### config.mk
export PLATFORM = sky130hd
export DESIGN_NAME = debug_uart_tx
export DESIGN_NICKNAME = d
export VERILOG_FILES = /design/src/rtl/debug_uart_tx.sv
export SDC_FILE = /design/constraint.sdc
export NUM_CORES = 1
export LEC_CHECK = 0
export BUFFER_PORTS_ARGS = -buffer_cell sky130_fd_sc_hd__buf_4
export CORE_UTILIZATION = 38
export DETAILED_ROUTE_END_ITERATION = 12
export PLACE_DENSITY = 0.56
export SLEW_MARGIN = 20
export SYNTH_ARGS = -nofsm -noshare
export SYNTH_HDL_FRONTEND = slang
export SYNTH_SLANG_ARGS = --single-unit
### constraint.sdc
create_clock -name clk -period 5.4 [get_ports clk]
set_input_delay 0.81 -clock clk [delete_from_list [all_inputs] [get_ports clk]]
set_output_delay 0.81 -clock clk [all_outputs]
set_load 0.005 [all_outputs]
### src/rtl/debug_uart_tx.sv
// debug_uart_tx: sends the seven 8-bit CPU debug ports to the host debugger
// as one 8N1 UART frame. Each frame is SYNC_BYTE followed by port1..port7.
// All eight bytes come from a snapshot taken in the cycle the frame is accepted.
// tx, busy and done all come straight from flops, so tx cannot glitch.

module debug_uart_tx #(
  parameter int unsigned CLKS_PER_BIT = 868,    // 100 MHz / 115200 baud, must be >= 2
  parameter logic [7:0]  SYNC_BYTE    = 8'hA5   // frame alignment marker for the host
) (
  input  logic       clk,
  input  logic       reset,
  input  logic       start,
  input  logic [7:0] debug_port1,
  input  logic [7:0] debug_port2,
  input  logic [7:0] debug_port3,
  input  logic [7:0] debug_port4,
  input  logic [7:0] debug_port5,
  input  logic [7:0] debug_port6,
  input  logic [7:0] debug_port7,
  output logic       tx,
  output logic       busy,
  output logic       done
);

  // The baud counter runs 0..CLKS_PER_BIT-1 and wraps exactly at each bit
  // boundary. Every bit therefore lasts the same number of cycles and the
  // frame timing cannot drift.
  localparam int unsigned     CNT_W    = $clog2(CLKS_PER_BIT);
  localparam logic [CNT_W-1:0] CNT_LAST = CNT_W'(CLKS_PER_BIT - 1);

  typedef enum logic [1:0] {
    ST_IDLE  = 2'd0,
    ST_START = 2'd1,
    ST_DATA  = 2'd2,
    ST_STOP  = 2'd3
  } state_e;

  state_e            state_q, state_d;
  logic [CNT_W-1:0]  cnt_q,   cnt_d;
  logic [2:0]        bit_q,   bit_d;
  logic [2:0]        byte_q,  byte_d;
  logic [7:0][7:0]   snap_q,  snap_d;   // [byte][bit]; byte 0 is the sync byte
  logic              tx_q,    tx_d;
  logic              busy_q,  busy_d;
  logic              done_q,  done_d;

  logic              bit_end_s;
  logic [2:0]        nxt_bit_s;

  assign bit_end_s = (cnt_q == CNT_LAST);
  assign nxt_bit_s = bit_q + 3'd1;

  // Next-state and next-output logic. tx_d holds the level for the cycle
  // after the coming edge, so the line changes exactly on a bit boundary.
  always_comb begin
    state_d = state_q;
    cnt_d   = cnt_q;
    bit_d   = bit_q;
    byte_d  = byte_q;
    snap_d  = snap_q;
    tx_d    = tx_q;
    busy_d  = busy_q;
    done_d  = 1'b0;

    case (state_q)
      ST_IDLE: begin
        tx_d   = 1'b1;
        busy_d = 1'b0;
        if (start && !busy_q) begin
          // One-cycle snapshot: later port changes cannot affect this frame.
          snap_d[0] = SYNC_BYTE;
          snap_d[1] = debug_port1;
          snap_d[2] = debug_port2;
          snap_d[3] = debug_port3;
          snap_d[4] = debug_port4;
          snap_d[5] = debug_port5;
          snap_d[6] = debug_port6;
          snap_d[7] = debug_port7;
          byte_d    = 3'd0;
          bit_d     = 3'd0;
          cnt_d     = '0;
          state_d   = ST_START;
          tx_d      = 1'b0;
          busy_d    = 1'b1;
        end else begin
          cnt_d = '0;
        end
      end

      ST_START: begin
        if (bit_end_s) begin
          cnt_d   = '0;
          bit_d   = 3'd0;
          state_d = ST_DATA;
          tx_d    = snap_q[byte_q][0];
        end else begin
          cnt_d = cnt_q + CNT_W'(1);
        end
      end

      ST_DATA: begin
        if (bit_end_s) begin
          cnt_d = '0;
          if (bit_q == 3'd7) begin
            state_d = ST_STOP;
            tx_d    = 1'b1;
          end else begin
            bit_d = nxt_bit_s;
            tx_d  = snap_q[byte_q][nxt_bit_s];
          end
        end else begin
          cnt_d = cnt_q + CNT_W'(1);
        end
      end

      ST_STOP: begin
        if (bit_end_s) begin
          cnt_d = '0;
          if (byte_q == 3'd7) begin
            // Frame complete. busy drops in the same cycle that done pulses,
            // so a start in the done cycle is accepted right after it.
            state_d = ST_IDLE;
            done_d  = 1'b1;
            busy_d  = 1'b0;
            tx_d    = 1'b1;
          end else begin
            // The next start bit follows the stop bit with no idle gap.
            byte_d  = byte_q + 3'd1;
            state_d = ST_START;
            tx_d    = 1'b0;
          end
        end else begin
          cnt_d = cnt_q + CNT_W'(1);
        end
      end

      default: begin
        state_d = ST_IDLE;
        cnt_d   = '0;
        bit_d   = 3'd0;
        byte_d  = 3'd0;
        tx_d    = 1'b1;
        busy_d  = 1'b0;
      end
    endcase
  end

  // State, counters, snapshot and output registers. Reset is asynchronous and
  // aborts any frame in flight without producing a done pulse.
  always_ff @(posedge clk or posedge reset) begin
    if (reset) begin
      state_q <= ST_IDLE;
      cnt_q   <= '0;
      bit_q   <= 3'd0;
      byte_q  <= 3'd0;
      snap_q  <= '0;
      tx_q    <= 1'b1;
      busy_q  <= 1'b0;
      done_q  <= 1'b0;
    end else begin
      state_q <= state_d;
      cnt_q   <= cnt_d;
      bit_q   <= bit_d;
      byte_q  <= byte_d;
      snap_q  <= snap_d;
      tx_q    <= tx_d;
      busy_q  <= busy_d;
      done_q  <= done_d;
    end
  end

  assign tx   = tx_q;
  assign busy = busy_q;
  assign done = done_q;

endmodule
==> reports/results.ini, run 1 <==
[floorplan]
dieArea_um2 = 10600
coreArea_um2 = 9820
ioPinCount = 62
chipWidth_um = 103
start_util_pct = 39.3
fp-row-count = 36
die_y_um = 103

[layout]
final_area_um2 = 4600
seqCellArea_um2 = 1950
multiInputGateArea_um2 = 1790
nNetsFinal = 427
n_fill_cell = 962
drive_above_1_share_pct = 42.1
syn_to_final_growth_pct = 19.2
insertedDiodeCount = 0

[hold_path]
hp-class = reg2reg

[cts]
clkTransAtPathRegs_ns = 0.09
cts_buffers = 9
htree_levels = 3
cts_tree = yes
clkLatencyLatePin_ns = 0.36
cts_resized = 0
postCtsSetupBuffers = 0
cts-root-buf = clkbuf_8
clk_path_buf_depth = 2
postCtsHoldBufs = 0
numClockSinks = 78

[power]
p_sw_uw = 256
seq_power_share_pct = 55.8
power_switching_share_pct = 24.5
intPower_uw = 789
total_power_uw = 1040
clkPwrFrac_pct = 39.9
p_leak_uw = 0.00232
powerDensity_nw_per_um2 = 227
ir_worst_vdd_uv = 120
p_comb_share_pct = 4.2

[critical_path]
cp.arrival_ns = 2.73
critPathKind = reg2reg
start_kind = flop
cp-end-kind = flop
crit_path_max_fanout = 21
required_ns = 5.67

[routing]
avgRoutedWirePerCell_um = 15.4
drt_iter0_drc = 57
ant_nets = 0
first_pass_iters = 4
wl_um = 7650
vias = 2473
viasPerCell = 4.99
drc_errors = 0

[placed_design]
io_buffers = 61
hpwl_um = 5510
gp_congestion = 0.859
dpl_cell_area_um2 = 4420
pre_cts_ws_ns = 2.92

[timing]
relSlewSlack_pct = 41.4
slew_violations = 0
timing.setup.tns_ns = 0
rsz0062_at_grt = no
clock_skew_ns = 0.0103
finalCritPeriodShare_pct = 45.6
hold_violations = 0
tightest_slew_ns = 0.878
setup_viol = 0
fin_ws_ns = 2.94
min_period_ns = 2.46
fmax_ghz = 0.406

[logic_synthesis]
synth_edf_count = 0
synth.avg_cell_area_um2 = 12.8
ys_ff_latch = 78
synth_ff_type = dfrtp_1
yosys_warnings = 0
yosysSeqAreaShare_pct = 50.6
synth-async-reset-ratio_pct = 100
synth_cell_types = 45
syn_nets = 370
syn_area_um2 = 3860
synth_cells = 301

[global_route]
grt_pass1_vias = 2651
track_usage_pct = 16.3
busiest_layer = met2
grt_overflow = 0
grt_pass1_wl_um = 13000
antenna_found_initial = 0
grt_util_met3_pct = 4.47
use_met2_pct = 27.0
use_met1_pct = 21.1
grt_max_degree = 60

[status]
status = finished clean

[job]
drv_cap = 0

==> worst paths after layout <==
check	start	endpoint	slack (ns)	depth (start not counted)
min in group asynchronous	reset	snap_q[16]	0.63	2
hold / removal	cnt_q[0]	cnt_q[0]	0.49	1
hold reg to reg	cnt_q[0]	cnt_q[0]	0.49	1
max in group asynchronous	reset	snap_q[45]	3.78	3
setup reg to reg	byte_q[0]	tx	2.94	5
setup / recovery	byte_q[0]	tx	2.94	5
==> registers in the layout, indices dropped and copies added, names as in the netlist <==
| register | count |
|---|---|
| busy | 1 |
| cnt_q | 10 |
| tx | 1 |
| bit_q | 3 |
| state_q | 2 |
| done | 1 |
| snap_q | 57 |
| byte_q | 3 |
==> worst max-delay path, cell delays in order (launching register included) <==
cell       delay (ns)
dfrtp_1          0.90
mux4_2           0.60
nand2b_1         0.17
a31o_1           0.24
a2111oi_0        0.36
a31oi_1          0.12
==> cell families after synthesis <==
family	synth area share (%)
adders and majority gates	3.24
DFF	50.6
muxes	27.2
buffers and inverters	3.08
and+or+nand+nor	9.55
xor gates and xnor gates	1.59
AOI/OAI and AO/OA	4.76
==> power groups by stage <==
stage	Clock (uW)	Sequential [uW]	Combinational [uW]
floorplan	0	595	8.95
global placement	0	595	46.0
detailed placement	0	595	46.1
CTS	433	584	46.2
global route	458	584	49.4
finish	417	584	44.1
==> synth_stat cells, types with 2 or more instances <==
master	instances	area (um^2)
nand3_1	6	30.0
a31oi_1	2	12.5
a21oi_1	5	25.0
mux2_2	62	698
mux4_2	8	180
mux4_1	2	52.6
nand2_1	15	56.3
o22ai_1	2	12.5
nor2b_1	9	56.3
ha_1	10	125
buf_6	2	22.5
mux2i_1	11	110
nand3b_1	2	15.0
buf_1	5	18.8
nand2b_1	7	43.8
nor3_1	4	20.0
nor4_1	3	18.8
xor2_1	4	35.0
and3_1	3	18.8
nand4_1	2	12.5
xnor2_1	3	26.3
a41oi_1	2	17.5
inv_1	9	33.8
o21ai_0	4	20.0
a221oi_1	3	26.3
buf_2	5	25.0
nor2_1	13	48.8
dfrtp_1	77	1930
clkbuf_1	5	18.8
==> final cells by class <==
class / instances / share of cell area (%)
Clock buffer: 9 / 2.69
Inverter: 9 / 0.734
Timing Repair Buffer: 63 / 10.3
Multi-Input combinational cell: 197 / 38.9
Clock inverter: 7 / 1.36
Sequential cell: 78 / 42.4
Tap cell: 133 / 3.61
==> cell usage in the layout, fill, tap and decap left out, types with 5 or more instances in the layout <==
cell / instances
a21oi_1: 5
buf_4: 63
clkbuf_8: 9
dfrtp_1: 77
ha_1: 10
inv_1: 8
mux2_2: 62
mux2i_1: 11
mux4_2: 8
nand2_1: 15
nand2b_1: 7
nand3_1: 6
nor2_1: 13
nor2b_1: 9
==> stage by stage <==
stage          utilization (%)  hold WS, ns  cells
5_1_grt                   46.9        0.518    496
4_1_cts                   46.9        0.496    496
3_3_place_gp              45.0        0.482    480
2_1_floorplan                -        0.455    301
3_5_place_dp              45.0        0.481    480
6_report                  46.9        0.487    496
==> layer usage <==
metal,routed length (um),part of all wire (%)
met4,72,0.94
met5,0,0
met3,239,3.1
met2,3750,49
met1,3590,47
Note: power is estimated with default switching activity, not from simulation.
==> inputs of run 2 (changes only) <==
Settings changed: ABC_AREA set to 1, PLACE_DENSITY 0.56 to 0.58.
Clock period 5.4 ns to 2.24 ns, I/O delays scaled along.
==> reports/results.ini, run 2 <==
[logic_synthesis]
synth_edf_count = 0  ; unchanged
yosys_warnings = 0  ; unchanged
synth.most_common_cell = nand2_1
syn_area_um2 = 3930  ; +1.7%
synth_cell_types = 29  ; -36%
synth_ff_type = dfrtp_1
synth.avg_cell_area_um2 = 9.12  ; -29%
synth_top_area_share_pct = 49.0  ; -0.84 points
synth_area_leaders = dfrtp_1 49%, mux2_2 12%, nand2_1 8.8%, nand3_1 7.3%, inv_1 4.1%
syn_nets = 500  ; +35%
synth_cells = 431  ; +43%
yosys.area.top_type = dfrtp_1
synth-async-reset-ratio_pct = 100  ; unchanged
ys_ff_latch = 78  ; unchanged
yosysSeqAreaShare_pct = 49.7  ; -0.85 points
yosys-top-cells-count = 92 x nand2_1, 77 x dfrtp_1, 57 x nand3_1

[global_route]
grt_pass1_vias = 3053  ; +15%
antenna_found_initial = 0  ; unchanged
grt_pass1_wl_um = 14400  ; +10%
grt_max_degree = 55  ; -8.3%
track_usage_pct = 16.6  ; +0.24 points
grt_overflow = 0  ; unchanged

[timing]
rsz0062_at_grt = no
clock_skew_ns = 0.0130  ; +0.00272 ns
setup_viol = 0  ; unchanged
min_period_ns = 1.77  ; -0.698 ns
slew_violations = 0  ; unchanged
tightest_slew_ns = 0.466  ; -0.411 ns
finalCritPeriodShare_pct = 78.9  ; +33 points
hold_violations = 0  ; unchanged
fin_ws_ns = 0.474  ; -2.46 ns
timing.setup.tns_ns = 0  ; unchanged
relSlewSlack_pct = 68.9  ; +28 points
fmax_ghz = 0.566  ; +40%

[power]
p_sw_uw = 578  ; +130%
p_comb_share_pct = 3.8  ; -0.4 points
intPower_uw = 2330  ; +200%
power_switching_share_pct = 19.9  ; -4.7 points
clkPwrFrac_pct = 47.9  ; +8.0 points
seq_power_share_pct = 48.3  ; -7.5 points
ir_worst_vdd_uv = 264  ; +120%
p_leak_uw = 0.00248  ; +7.0%
powerDensity_nw_per_um2 = 609  ; +170%

[critical_path]
critPathKind = reg2reg
cpPeakStageDelay_ns = 0.59  ; -0.31 ns
cp-end-kind = flop
crit_path_max_fanout = 19  ; -9.5%
required_ns = 2.53  ; -3.14 ns
worstPathCellList = buf_4 -> nor2_1 -> nor2_1 -> nand2_1 -> nand3_1 -> nand3_1 -> nand3_1 -> nand3_1 -> nand2_1 -> nand2_1 -> nand2_1 -> nand2_1 -> nand2_1
cp_top_family = simple AND/OR/NAND/NOR gates
crit_buf_inv = 1  ; +1
worst_path_most_repeated_cell = nand2_1
cpMaxStageDelayCell = dfrtp_1
reg2regPathDepth = 13  ; +8
reg2reg_from = byte_q[0]
reg2reg_slack_ns = 0.47  ; -2.46 ns
cp.arrival_ns = 2.06  ; -0.67 ns
rr_endpoint = tx
start_kind = flop

[cts]
clkTransAtPathRegs_ns = 0.08  ; about the same
numClockSinks = 78  ; unchanged
cts-root-buf = clkbuf_8
cts_resized = 0  ; unchanged
htree_levels = 3  ; unchanged
cts_buffers = 9  ; unchanged
clkLatencyLatePin_ns = 0.35  ; about the same
cts_tree = yes
clk_path_buf_depth = 2  ; unchanged
postCtsHoldBufs = 0  ; unchanged
postCtsSetupBuffers = 0  ; unchanged

[placed_design]
io_buffers = 61  ; unchanged
gp_congestion = 0.850  ; -1.0%
dpl_cell_area_um2 = 4510  ; +2.1%
hpwl_um = 6150  ; +12%
pre_cts_ws_ns = 0.501  ; -2.42 ns

[routing]
ant_nets = 0  ; unchanged
first_pass_iters = 4  ; unchanged
vias = 3085  ; +25%
drt_iter0_drc = 142  ; +150%
viasPerCell = 4.88  ; -2.1%
avgRoutedWirePerCell_um = 13.0  ; -15%
drc_errors = 0  ; unchanged
wl_um = 8250  ; +7.8%

[layout]
mostFrequentLayoutCells = 91 x nand2_1, 77 x dfrtp_1, 68 x buf_4
top_register = snap_q
syn_to_final_growth_pct = 21.6
final_common_cell = nand2_1
insertedDiodeCount = 0  ; unchanged
largest_reg_flops = 57  ; unchanged
final_area_um2 = 4780  ; +3.8%
drive_above_1_share_pct = 28.1  ; -14 points
nNetsFinal = 563  ; +32%
reg_top3 = snap_q (57), cnt_q (10)

[floorplan]
dieArea_um2 = 10800  ; +1.7%
fp-row-count = 36  ; unchanged
coreArea_um2 = 9910  ; +0.92%
ioPinCount = 62  ; unchanged
chipWidth_um = 104  ; +0.84%
start_util_pct = 39.7  ; +0.31 points
die_y_um = 104  ; +0.84%

[status]
status = finished clean

[hold_path]
hp-class = in2async

[job]
drv_cap = 0  ; unchanged

run 2: final cells by class:
cell class / count / area, um^2
Fill cell: 987 / 5130
Clock inverter: 7 / 145
Multi-Input combinational cell: 290 / 1680
Sequential cell: 78 / 1950
Clock buffer: 9 / 124
Timing Repair Buffer: 69 / 531
Inverter: 46 / 179
Tap cell: 133 / 166
run 2: layer usage:
metal  part of all wire, %  track usage, %  vias up
li1                      -               -     1544
met1                    50            23.0     1465
met2                    44            25.6       64
met3                   3.9            3.34       12
met4                   1.6            6.12        0
met5                     0               0        -
run 2: worst max-delay path by stage:
stage | startpoint | end | slack, ns | cells past startpoint
final | byte_q[0] | tx | 0.47 | 13
after global routing | byte_q[0] | tx | 0.21 | 13
after CTS | byte_q[0] | tx | 0.48 | 13
after detailed placement | byte_q[0] | tx | 0.50 | 13
after global placement | byte_q[0] | tx | 0.53 | 13
after floorplan | state_q[0] | snap_q[10] | 0.67 | 5
run 2: logic make-up after synthesis:
group | share of synthesized area [%]
AND/OR/NAND/NOR | 21.8
flip-flops | 49.7
buffers and inverters | 7.61
AO/OA/AOI/OAI | 5.70
multiplexers | 12.0
adder cells (fa/ha/maj) | 3.18
run 2: power groups by stage:
stage          Combinational, uW  Sequential [uW]  Clock (uW)
6_report                     112             1410        1390
5_1_grt                      125             1410        1490
4_1_cts                      117             1410        1430
3_5_place_dp                 116             1430           0
3_3_place_gp                 116             1430           0
2_1_floorplan               21.8             1430           0
run 2: through the flow:
| stage | std cells | total power, uW | hold WS [ns] | utilization, % |
|---|---|---|---|---|
| floorplan | 431 | 1460 | 0.434 | - |
| global placement | 616 | 1550 | 0.448 | 45.5 |
| detailed placement | 616 | 1550 | 0.451 | 45.5 |
| CTS | 632 | 2960 | 0.0664 | 48.2 |
| global route | 632 | 3020 | 0.0790 | 48.2 |
| finish | 632 | 2910 | 0.0674 | 48.2 |
run 2: tightest hold or removal path, cell delays in order:
cell and delay, ns:
buf_4 0.12, clkinvlp_4 0.08, buf_12 0.27
